--- src/rtl/ni_burst_ctrl_pkg.sv ---
// Shared definitions for the NI burst controller: NI opcodes (also used by
// the decode-stage control unit), FSM state encoding and a clog2 helper.
package ni_ctrl_pkg;

  localparam logic [5:0] NI_OUT = 6'b010101;
  localparam logic [5:0] NI_IN  = 6'b011010;

  typedef enum logic [1:0] {
    S_IDLE = 2'd0,
    S_SEND = 2'd1,
    S_RECV = 2'd2,
    S_DONE = 2'd3
  } ni_state_e;

  // Ceiling log2, usable in parameter expressions
  function automatic int ni_clog2(input int value);
    int res;
    int v;
    res = 0;
    v   = value - 1;
    while (v > 0) begin
      res++;
      v = v >> 1;
    end
    return res;
  endfunction

  // Ceiling log2 but never below one bit, for field widths
  function automatic int ni_width(input int value);
    return (ni_clog2(value) < 1) ? 1 : ni_clog2(value);
  endfunction

endpackage

--- src/rtl/ni_burst_ctrl_if.sv ---
// Bundle of decode-stage and NI handshake signals around the burst
// controller. The slave modport is the controller's view; the master
// modport is the surrounding pipeline/NI.
interface ni_burst_ctrl_if #(
  parameter int NODE_W = 2,
  parameter int LEN_W  = 2
);
  logic              instr_valid;
  logic [5:0]        opcode;
  logic [NODE_W-1:0] dest_field;
  logic [LEN_W-1:0]  len_field;
  logic              flush;
  logic [NODE_W-1:0] current_node;
  logic              mips_ni;
  logic              data_valid;
  logic [NODE_W-1:0] dest_add;
  logic              proc_valid;
  logic              proc_ready_in;
  logic              alu_out_sel;
  logic              reg_en;
  logic [LEN_W-1:0]  word_idx;
  logic              stall;
  logic              busy;
  logic              done;
  logic              err;

  modport slave (
    input  instr_valid, opcode, dest_field, len_field, flush,
           current_node, mips_ni, data_valid,
    output dest_add, proc_valid, proc_ready_in, alu_out_sel, reg_en,
           word_idx, stall, busy, done, err
  );

  modport master (
    output instr_valid, opcode, dest_field, len_field, flush,
           current_node, mips_ni, data_valid,
    input  dest_add, proc_valid, proc_ready_in, alu_out_sel, reg_en,
           word_idx, stall, busy, done, err
  );
endinterface

--- src/rtl/ni_burst_ctrl_timeout_ctr.sv ---
// Idle-handshake watchdog counter: clear has priority over increment,
// expire flags the terminal count CYC-1.
module ni_timeout_ctr
  import ni_ctrl_pkg::*;
#(
  parameter int CYC = 256
) (
  input  logic clk,
  input  logic rst,
  input  logic clr_i,
  input  logic inc_i,
  output logic expire_o
);
  localparam int W = ni_width(CYC);

  logic [W-1:0] cnt_q, cnt_d;

  // Next count: clear wins, otherwise count idle cycles
  always_comb begin
    cnt_d = cnt_q;
    if (clr_i)      cnt_d = '0;
    else if (inc_i) cnt_d = cnt_q + 1'b1;
  end

  // Count register with synchronous reset
  always_ff @(posedge clk) begin
    if (rst) cnt_q <= '0;
    else     cnt_q <= cnt_d;
  end

  assign expire_o = (cnt_q == W'(CYC - 1));
endmodule

--- src/rtl/ni_burst_ctrl.sv ---
// Multi-word NI send/receive controller with valid/ready handshake that
// stalls decode until a burst retires. Optional idle-handshake abort is
// enabled with the NI_TIMEOUT_EN macro.
module ni_burst_ctrl
  import ni_ctrl_pkg::*;
#(
  parameter int NODE_W      = 2,
  parameter int BURST_MAX   = 4,
  parameter int LEN_W       = ni_width(BURST_MAX),
  parameter int TIMEOUT_CYC = 256
) (
  input  logic           clk,
  input  logic           rst,
  ni_burst_ctrl_if.slave bus
);
  localparam logic [LEN_W-1:0] LEN_MAX = LEN_W'(BURST_MAX - 1);

  ni_state_e         state_q, state_d;
  logic [LEN_W-1:0]  count_q, count_d;
  logic [LEN_W-1:0]  len_q, len_d;
  logic [NODE_W-1:0] dest_q, dest_d;

  logic              is_ni_op;
  logic              accept;
  logic              in_burst;
  logic              xfer;
  logic [LEN_W-1:0]  len_eff;
  logic              timeout_hit;
  logic              abort_flag;

  assign is_ni_op = (bus.opcode == NI_OUT) || (bus.opcode == NI_IN);
  assign accept   = (state_q == S_IDLE) && bus.instr_valid && is_ni_op && !bus.flush;
  assign in_burst = (state_q == S_SEND) || (state_q == S_RECV);
  assign xfer     = ((state_q == S_SEND) && bus.mips_ni) ||
                    ((state_q == S_RECV) && bus.data_valid);
  assign len_eff  = (bus.len_field > LEN_MAX) ? LEN_MAX : bus.len_field;

`ifdef NI_TIMEOUT_EN
  logic to_expire;
  logic abort_q;

  ni_timeout_ctr #(.CYC(TIMEOUT_CYC)) u_timeout (
    .clk      (clk),
    .rst      (rst),
    .clr_i    (!in_burst || xfer),
    .inc_i    (in_burst && !xfer),
    .expire_o (to_expire)
  );

  assign timeout_hit = in_burst && to_expire && !xfer;

  // Remember that the DONE visit was caused by an abort, not completion
  always_ff @(posedge clk) begin
    if (rst) abort_q <= 1'b0;
    else     abort_q <= timeout_hit && !bus.flush;
  end

  assign abort_flag = abort_q;
`else
  assign timeout_hit = 1'b0;
  assign abort_flag  = 1'b0;
`endif

  // State, word counter and latched instruction fields
  always_ff @(posedge clk) begin
    if (rst) begin
      state_q <= S_IDLE;
      count_q <= '0;
      len_q   <= '0;
      dest_q  <= '0;
    end else begin
      state_q <= state_d;
      count_q <= count_d;
      len_q   <= len_d;
      dest_q  <= dest_d;
    end
  end

  // Next state: flush beats both abort and the last-word transfer
  always_comb begin
    state_d = state_q;
    count_d = count_q;
    len_d   = len_q;
    dest_d  = dest_q;
    unique case (state_q)
      S_IDLE: begin
        if (accept) begin
          dest_d  = bus.dest_field;
          len_d   = len_eff;
          count_d = '0;
          state_d = (bus.opcode == NI_OUT) ? S_SEND : S_RECV;
        end
      end
      S_SEND, S_RECV: begin
        if (bus.flush) begin
          state_d = S_IDLE;
          count_d = '0;
        end else if (timeout_hit) begin
          state_d = S_DONE;
          count_d = '0;
        end else if (xfer) begin
          if (count_q == len_q) begin
            state_d = S_DONE;
            count_d = '0;
          end else begin
            count_d = count_q + 1'b1;
          end
        end
      end
      S_DONE: begin
        state_d = S_IDLE;
        count_d = '0;
      end
      default: state_d = S_IDLE;
    endcase
  end

  // Moore outputs plus the combinational decode stall and reg_en
  always_comb begin
    bus.dest_add      = bus.current_node;
    bus.proc_valid    = 1'b0;
    bus.proc_ready_in = 1'b0;
    bus.alu_out_sel   = 1'b0;
    bus.reg_en        = 1'b0;
    bus.word_idx      = '0;
    bus.stall         = 1'b0;
    bus.busy          = 1'b0;
    bus.done          = 1'b0;
    bus.err           = 1'b0;
    unique case (state_q)
      S_IDLE: bus.stall = accept && !rst;
      S_SEND: begin
        bus.proc_valid  = 1'b1;
        bus.alu_out_sel = 1'b1;
        bus.dest_add    = dest_q;
        bus.word_idx    = count_q;
        bus.stall       = !rst;
        bus.busy        = 1'b1;
      end
      S_RECV: begin
        bus.proc_ready_in = 1'b1;
        bus.reg_en        = bus.data_valid;
        bus.word_idx      = count_q;
        bus.stall         = !rst;
        bus.busy          = 1'b1;
      end
      S_DONE: begin
        bus.busy = 1'b1;
        bus.done = !abort_flag;
        bus.err  = abort_flag;
      end
      default: bus.stall = 1'b0;
    endcase
  end
endmodule

--- src/flat_wrapper.sv ---
// flat-port wrapper written by rule: the top's interface ports become plain ports
module ni_burst_ctrl_flat import ni_ctrl_pkg::*;
#(
  parameter int NODE_W      = 2,
  parameter int BURST_MAX   = 4,
  parameter int LEN_W       = ni_width(BURST_MAX),
  parameter int TIMEOUT_CYC = 256
)
  (clk, rst, bus_instr_valid, bus_opcode, bus_dest_field, bus_len_field, bus_flush, bus_current_node, bus_mips_ni, bus_data_valid, bus_dest_add, bus_proc_valid, bus_proc_ready_in, bus_alu_out_sel, bus_reg_en, bus_word_idx, bus_stall, bus_busy, bus_done, bus_err);
  ni_burst_ctrl_if #(.NODE_W(NODE_W), .LEN_W(LEN_W)) bus_i ();
  input  logic clk;
  input  logic rst;
  input wire logic [$bits(bus_i.instr_valid)-1:0] bus_instr_valid;
  input wire logic [$bits(bus_i.opcode)-1:0] bus_opcode;
  input wire logic [$bits(bus_i.dest_field)-1:0] bus_dest_field;
  input wire logic [$bits(bus_i.len_field)-1:0] bus_len_field;
  input wire logic [$bits(bus_i.flush)-1:0] bus_flush;
  input wire logic [$bits(bus_i.current_node)-1:0] bus_current_node;
  input wire logic [$bits(bus_i.mips_ni)-1:0] bus_mips_ni;
  input wire logic [$bits(bus_i.data_valid)-1:0] bus_data_valid;
  output wire logic [$bits(bus_i.dest_add)-1:0] bus_dest_add;
  output wire logic [$bits(bus_i.proc_valid)-1:0] bus_proc_valid;
  output wire logic [$bits(bus_i.proc_ready_in)-1:0] bus_proc_ready_in;
  output wire logic [$bits(bus_i.alu_out_sel)-1:0] bus_alu_out_sel;
  output wire logic [$bits(bus_i.reg_en)-1:0] bus_reg_en;
  output wire logic [$bits(bus_i.word_idx)-1:0] bus_word_idx;
  output wire logic [$bits(bus_i.stall)-1:0] bus_stall;
  output wire logic [$bits(bus_i.busy)-1:0] bus_busy;
  output wire logic [$bits(bus_i.done)-1:0] bus_done;
  output wire logic [$bits(bus_i.err)-1:0] bus_err;
  assign bus_i.instr_valid = bus_instr_valid;
  assign bus_i.opcode = bus_opcode;
  assign bus_i.dest_field = bus_dest_field;
  assign bus_i.len_field = bus_len_field;
  assign bus_i.flush = bus_flush;
  assign bus_i.current_node = bus_current_node;
  assign bus_i.mips_ni = bus_mips_ni;
  assign bus_i.data_valid = bus_data_valid;
  assign bus_dest_add = bus_i.dest_add;
  assign bus_proc_valid = bus_i.proc_valid;
  assign bus_proc_ready_in = bus_i.proc_ready_in;
  assign bus_alu_out_sel = bus_i.alu_out_sel;
  assign bus_reg_en = bus_i.reg_en;
  assign bus_word_idx = bus_i.word_idx;
  assign bus_stall = bus_i.stall;
  assign bus_busy = bus_i.busy;
  assign bus_done = bus_i.done;
  assign bus_err = bus_i.err;
  ni_burst_ctrl #(.NODE_W(NODE_W), .BURST_MAX(BURST_MAX), .LEN_W(LEN_W), .TIMEOUT_CYC(TIMEOUT_CYC)) u_core (.clk(clk), .rst(rst), .bus(bus_i));
endmodule
--- config.mk ---
export PLATFORM = sky130hd
export DESIGN_NAME = ni_burst_ctrl_flat
export DESIGN_NICKNAME = d
export VERILOG_FILES = /design/src/rtl/ni_burst_ctrl_pkg.sv /design/src/rtl/ni_burst_ctrl_if.sv /design/src/rtl/ni_burst_ctrl_timeout_ctr.sv /design/src/rtl/ni_burst_ctrl.sv /design/src/flat_wrapper.sv
export SDC_FILE = /design/constraint.sdc
export NUM_CORES = 1
export LEC_CHECK = 0
export CELL_PAD_IN_SITES_DETAIL_PLACEMENT = 0
export CELL_PAD_IN_SITES_GLOBAL_PLACEMENT = 1
export CORE_UTILIZATION = 28
export DETAILED_ROUTE_END_ITERATION = 10
export GPL_TIMING_DRIVEN = 0
export PLACE_DENSITY_LB_ADDON = 0.25
export SYNTH_ARGS = -nofsm -noshare
export SYNTH_HDL_FRONTEND = slang
export SYNTH_SLANG_ARGS = --single-unit
--- constraint.sdc ---
create_clock -name clk -period 2.6 [get_ports clk]
set_clock_uncertainty 0.1 [all_clocks]
set_input_delay 0.39 -clock clk [delete_from_list [all_inputs] [get_ports clk]]
set_output_delay 0.39 -clock clk [all_outputs]
set_load 0.005 [all_outputs]
# Yosys cells after proc, flatten, opt, wreduce, memory -nomap -nowiden

Cells that the tools add are included.

Divide/modulo/power cells: 0
Multiplexer cells: 20
Add/subtract/negate cells: 1
Reductions and logical operators: 16
Bitwise gates (word level): 0
Shift operators: 0
Order comparisons: 1
$mul: 0
Equality and inequality tests: 9

Operators with widths:

| cell                                                                   | count |
|---|---|
| 2-bit 2-to-1 mux                                                       | 12 |
| 6-bit by 5-bit equality test with 1-bit output (second input constant) | 2 |
| 2-bit one-hot mux with 3 select lines                                  | 2 |
| 1-bit logical AND                                                      | 6 |
| 3-bit by 1-bit != test with 1-bit output (second input constant)       | 2 |
| 1-bit 2-to-1 mux                                                       | 5 |
| 2-bit equality test (second input constant)                            | 2 |
| 2-bit AND reduction                                                    | 2 |
| 3-bit AND reduction                                                    | 1 |
| 3-bit OR reduction                                                     | 1 |
| 2-bit by 1-bit adder with 2-bit output (second input constant)         | 1 |
| 2-bit by 1-bit equality test with 1-bit output (second input constant) | 1 |
| 2-bit equality test                                                    | 1 |
| 2-bit > comparator (second input constant)                             | 1 |
| 1-bit logical NOT                                                      | 2 |
| 2-bit logical NOT                                                      | 1 |
| 1-bit logical OR                                                       | 2 |
| 2-bit by 1-bit != test with 1-bit output (second input constant)       | 1 |
| 1-bit one-hot mux with 2 select lines                                  | 1 |
| 2-bit OR reduction                                                     | 1 |

Latch bits: 0
Memories kept: 0
RAM bits: 0
Register bits after elaboration: 8
ROM bits: 0
Word-level logic and storage cells: 51

# Depth between registers and ports, before layout

Word-level depth: 6
Depth in mapped cells: 6
Mapped depth without buffers: 6

# Least setup slack after synthesis

OpenSTA, ideal clock, no wires.

Kind: flip-flop to flip-flop
Start: reg u_core.state_q[0]
End: reg u_core.count_q[1]
Arrival time: 1605 ps
Period minus slack after synthesis: 1765 ps
Setup slack: 835 ps
Setup time: 60 ps
Data required time: 2440 ps
Path buffers: 0
Stages on the path, launching flop included: 7
Cell sequence: dfxtp_1 inv_1 ha_1 nand2b_1 o32ai_2 or4_1 nand2_1

Cells in the longest elaborated chain, start to end: 6

Ends and longest elaborated chain:

| element                                                   | RTL line                                 | source |
|---|---|---|
| start, declared                                           | ni_burst_ctrl.sv:18                      | `ni_state_e state_q, state_d;` |
| start signal, assigned                                    | ni_burst_ctrl.sv:72                      | `state_q <= state_d;` |
| 2-bit logical NOT                                         | ni_burst_ctrl.sv:32, ni_burst_ctrl.sv:85 |  |
| 1-bit logical AND (3 in series)                           | ni_burst_ctrl.sv:32                      | `assign accept = (state_q == S_IDLE) && bus.instr_valid && is_ni_op && !bus.flush;` |
| 2-bit by 1-bit != test with 1-bit output (no source line) | --                                       |  |
| 2-bit AND reduction (no source line)                      | --                                       |  |
| end signal, assigned                                      | ni_burst_ctrl.sv:73                      | `count_q <= count_d;` |
| end, declared                                             | ni_burst_ctrl.sv:19                      | `logic [LEN_W-1:0] count_q, count_d;` |

Several ways; a longest one is shown, not always the timed one.
A chain may end at the register's enable or synchronous reset.

# Final worst setup path

Start: reg u_core.state_q[1]
End: out bus_dest_add[0]

Cells in the longest elaborated chain, start to end: 2

Ends and longest elaborated chain:

| element                                        | RTL line             | source |
|---|---|---|
| 2-bit by 1-bit equality test with 1-bit output | --                   |  |
| 2-bit 2-to-1 mux                               | ni_burst_ctrl.sv:130 | `unique case (state_q)` |
| end, declared                                  | flat_wrapper.sv:21   | `output wire logic [$bits(bus_i.dest_add)-1:0] bus_dest_add;` |

Every way passes these cells.

==> reports/metrics.cfg <==
[synthesis]
ys_warn_count = 0
synth-seq-cells = 8
async_flop_share_pct = 0
synth_cell_type_count = 34
ys_seq_area_share_pct = 25.7
yosysTopAreaCellShare_pct = 25.7
synth_top_family_by_area = simple AND/OR/NAND/NOR gates
synthMuxAreaShare_pct = 10.0
synth_compound_area_share_pct = 21.4
synth_xor_area_share_pct = 2.81
synth_fp_nets = 90
synthTopCellsByArea = dfxtp_1 (26%), ha_1 (10%), mux2i_1 (6.4%)
synth-edff-count = 0
synth.most_common_cell = dfxtp_1
synth.largest_area_cell = dfxtp_1
synth_ff_type = dfxtp_1
synthAdderAreaFrac_pct = 10.0
syn-instance-count = 67
synth_area_um2 = 624
synth_commonest_cells = dfxtp_1 (8), inv_1 (6), nor2_1 (6)
synth.avg_cell_area_um2 = 9.32
yosys.area_share.simple_pct = 22.8

[worst_setup_path]
path_max_fanout = 5
cp-start-kind = flip-flop
critPathCaptureType = primary output
crit_family = buffers and inverters
path_cells = inv_1 > ha_1 > mux2_2 > clkdlybuf4s50_1
slowest_stage = clkdlybuf4s50_1
required_ns = 2.11
r2r-end = u_core.count_q[1]$_SDFFE_PP0P_
crit_type = flip-flop to primary output
crit_buf_inv = 2
arrival_ns = 1.74
r2r_slack_ns = 0.62
critPathMaxStageDelay_ns = 0.44
r2r-start = u_core.state_q[0]$_SDFFE_PP0P_
reg2reg_depth = 6

[route]
vias = 619
postRouteAntennaNets = 0
vias_per_cell = 4.84
drtPass1Iterations = 4
drt_iter0_drc = 8
wirelength_um = 1540
post_drt_wl_per_cell_um = 12.0
drc = 0

[grt]
grt_pass1_vias = 602
grt_use_total_pct = 13.0
grt_pass1_wl_um = 2540
grt_max_degree = 11
antenna_found_initial = 0
grt-ovfl-total = 0

[power_and_ir_drop]
ir_drop_mv = 0.239
powerDensity_nw_per_um2 = 282
total_power_w = 0.000281
p_leak_nw = 0.416

[timing]
slew_violations = 0
hold_viol_final = 0
min_period_ns = 2.23
setup_viol = 0
rsz0062_at_grt = false
period_share_pct = 85.8
fmax_ghz = 0.448

[clock_tree]
worstSkewPairLatency_ns = 0.25
cts_made_buffers = 3
h-tree-depth = 1
cts_root_buffer = clkbuf_4
path_clk_slew_ns = 0.05
cts_max_path_buffers = 2
tritoncts = done
cts.sinks = 8
postCtsHoldBufs = 0

[placement]
place_hpwl_um = 1130
port_buffers = 27
gp_congestion = 0.803

[hold_path]
hold_end = u_core.dest_q[0]$_SDFFE_PP0P_
hold_path_startpoint = u_core.dest_q[0]$_SDFFE_PP0P_
hp-class = flip-flop to flip-flop
worstHoldPathCells = 2

[status]
status = complete, no violations

[layout]
fin_nets = 126
diodes = 0
n_fill_cell = 189
syn_to_final_growth_pct = 59.7
utilization_pct = 49.3
layout-drive-gt1-share_pct = 19.8

[floorplan]
io_pins = 30
fp.dieW_um = 49.2
dieArea_um2 = 2420
initial_core_util_pct = 30.9
rows = 16
die_h_um = 49.2
core_um2 = 2020

[job]
maxCapViolations = 0

where the power goes:
part | switching, W | total (W) | internal (W) | leakage, nW
sequential | 0.000000670 | 0.000124 | 0.000123 | 0.0644
combinational | 0.0000221 | 0.0000641 | 0.0000420 | 0.338
clock | 0.0000402 | 0.0000929 | 0.0000527 | 0.0138
repair_timing:
| action | in CTS | in global routing |
|---|---|---|
| setup buffers | 0 | 4 |
| endpoints found under the setup margin | 1 | 1 |
| resized for setup | 2 | 1 |
| endpoints found under the hold margin | 0 | 0 |
| pin swaps | 0 | 3 |
sequential cells by signal, summed over array words and instances, names as in the netlist:
signal,flops
u_core.len_q,2
u_core.state_q,2
u_core.dest_q,2
u_core.count_q,2
layout make-up:
type | instances | area (um2) | share of cell area (%)
Multi-Input combinational cell | 50 | 437 | 43.8
Timing Repair Buffer | 31 | 303 | 30.4
Sequential cell | 8 | 160 | 16.1
Tap cell | 27 | 33.8 | 3.39
Clock buffer | 3 | 22.5 | 2.26
Inverter | 6 | 22.5 | 2.26
Buffer | 3 | 18.8 | 1.88
per-layer routing:
layer,share of wire (%),track usage (%),vias up
met5,0,0,-
met4,0.65,4.90,0
met3,6.1,3.12,2
met2,46,21.5,25
met1,47,16.2,276
li1,-,-,316
worst reg2reg max path: stages (launching register included):
cell and delay, ns:
dfxtp_1 0.39, inv_1 0.10, ha_1 0.35, nand2b_1 0.18
a21o_1 0.26, or4_1 0.49, nand2_1 0.08
metrics by stage:
| stage | setup TNS [ns] | worst slack [ns] | std cells | instance area [um2] | hold slack [ns] |
|---|---|---|---|---|---|
| 3_5_place_dp | -0.105 | -0.105 | 121 | 928 | 0.396 |
| 5_1_grt | 0 | 0.234 | 128 | 997 | 0.444 |
| 4_1_cts | 0 | 0.00555 | 124 | 965 | 0.409 |
| 3_3_place_gp | -0.106 | -0.106 | 121 | 928 | 0.378 |
| 2_1_floorplan | 0 | 0.835 | 67 | 624 | 0.358 |
| 6_report | 0 | 0.369 | 128 | 997 | 0.396 |
cell usage in the layout (no fill, tap or decap), types with 2 or more instances in the layout:
cell / n
clkbuf_4: 3
mux2i_1: 4
buf_4: 6
and4bb_2: 2
nor2_1: 6
mux2_2: 2
xnor2_1: 2
inv_1: 6
a21oi_1: 2
clkdlybuf4s50_1: 26
and2_1: 4
ha_1: 5
dfxtp_1: 8
cells by family (layout without fill, tap and decap cells):
logic type | count (synthesis) | after routing
flip-flops | 8 | 8
adder cells (fa/ha/maj) | 5 | 5
other | 1 | 1
buffers and inverters | 9 | 43
AO/OA/AOI/OAI | 15 | 15
AND/OR/NAND/NOR | 21 | 21
XOR/XNOR | 2 | 2
multiplexers | 6 | 6
worst max path at each step:
stage / start / to / slack [ns] / cells past startpoint
floorplan: u_core.state_q[0]$_SDFFE_PP0P_ / u_core.count_q[1]$_SDFFE_PP0P_ / 0.84 / 6
CTS: bus_opcode[3] / bus_stall / 0.006 / 5
detailed placement: bus_opcode[3] / bus_stall / -0.10 / 5
global route: u_core.state_q[1]$_SDFFE_PP0P_ / bus_dest_add[0] / 0.23 / 4
global placement: bus_opcode[3] / bus_stall / -0.11 / 5
finish: u_core.state_q[1]$_SDFFE_PP0P_ / bus_dest_add[0] / 0.37 / 4
Power figures use the tool's default switching activity.
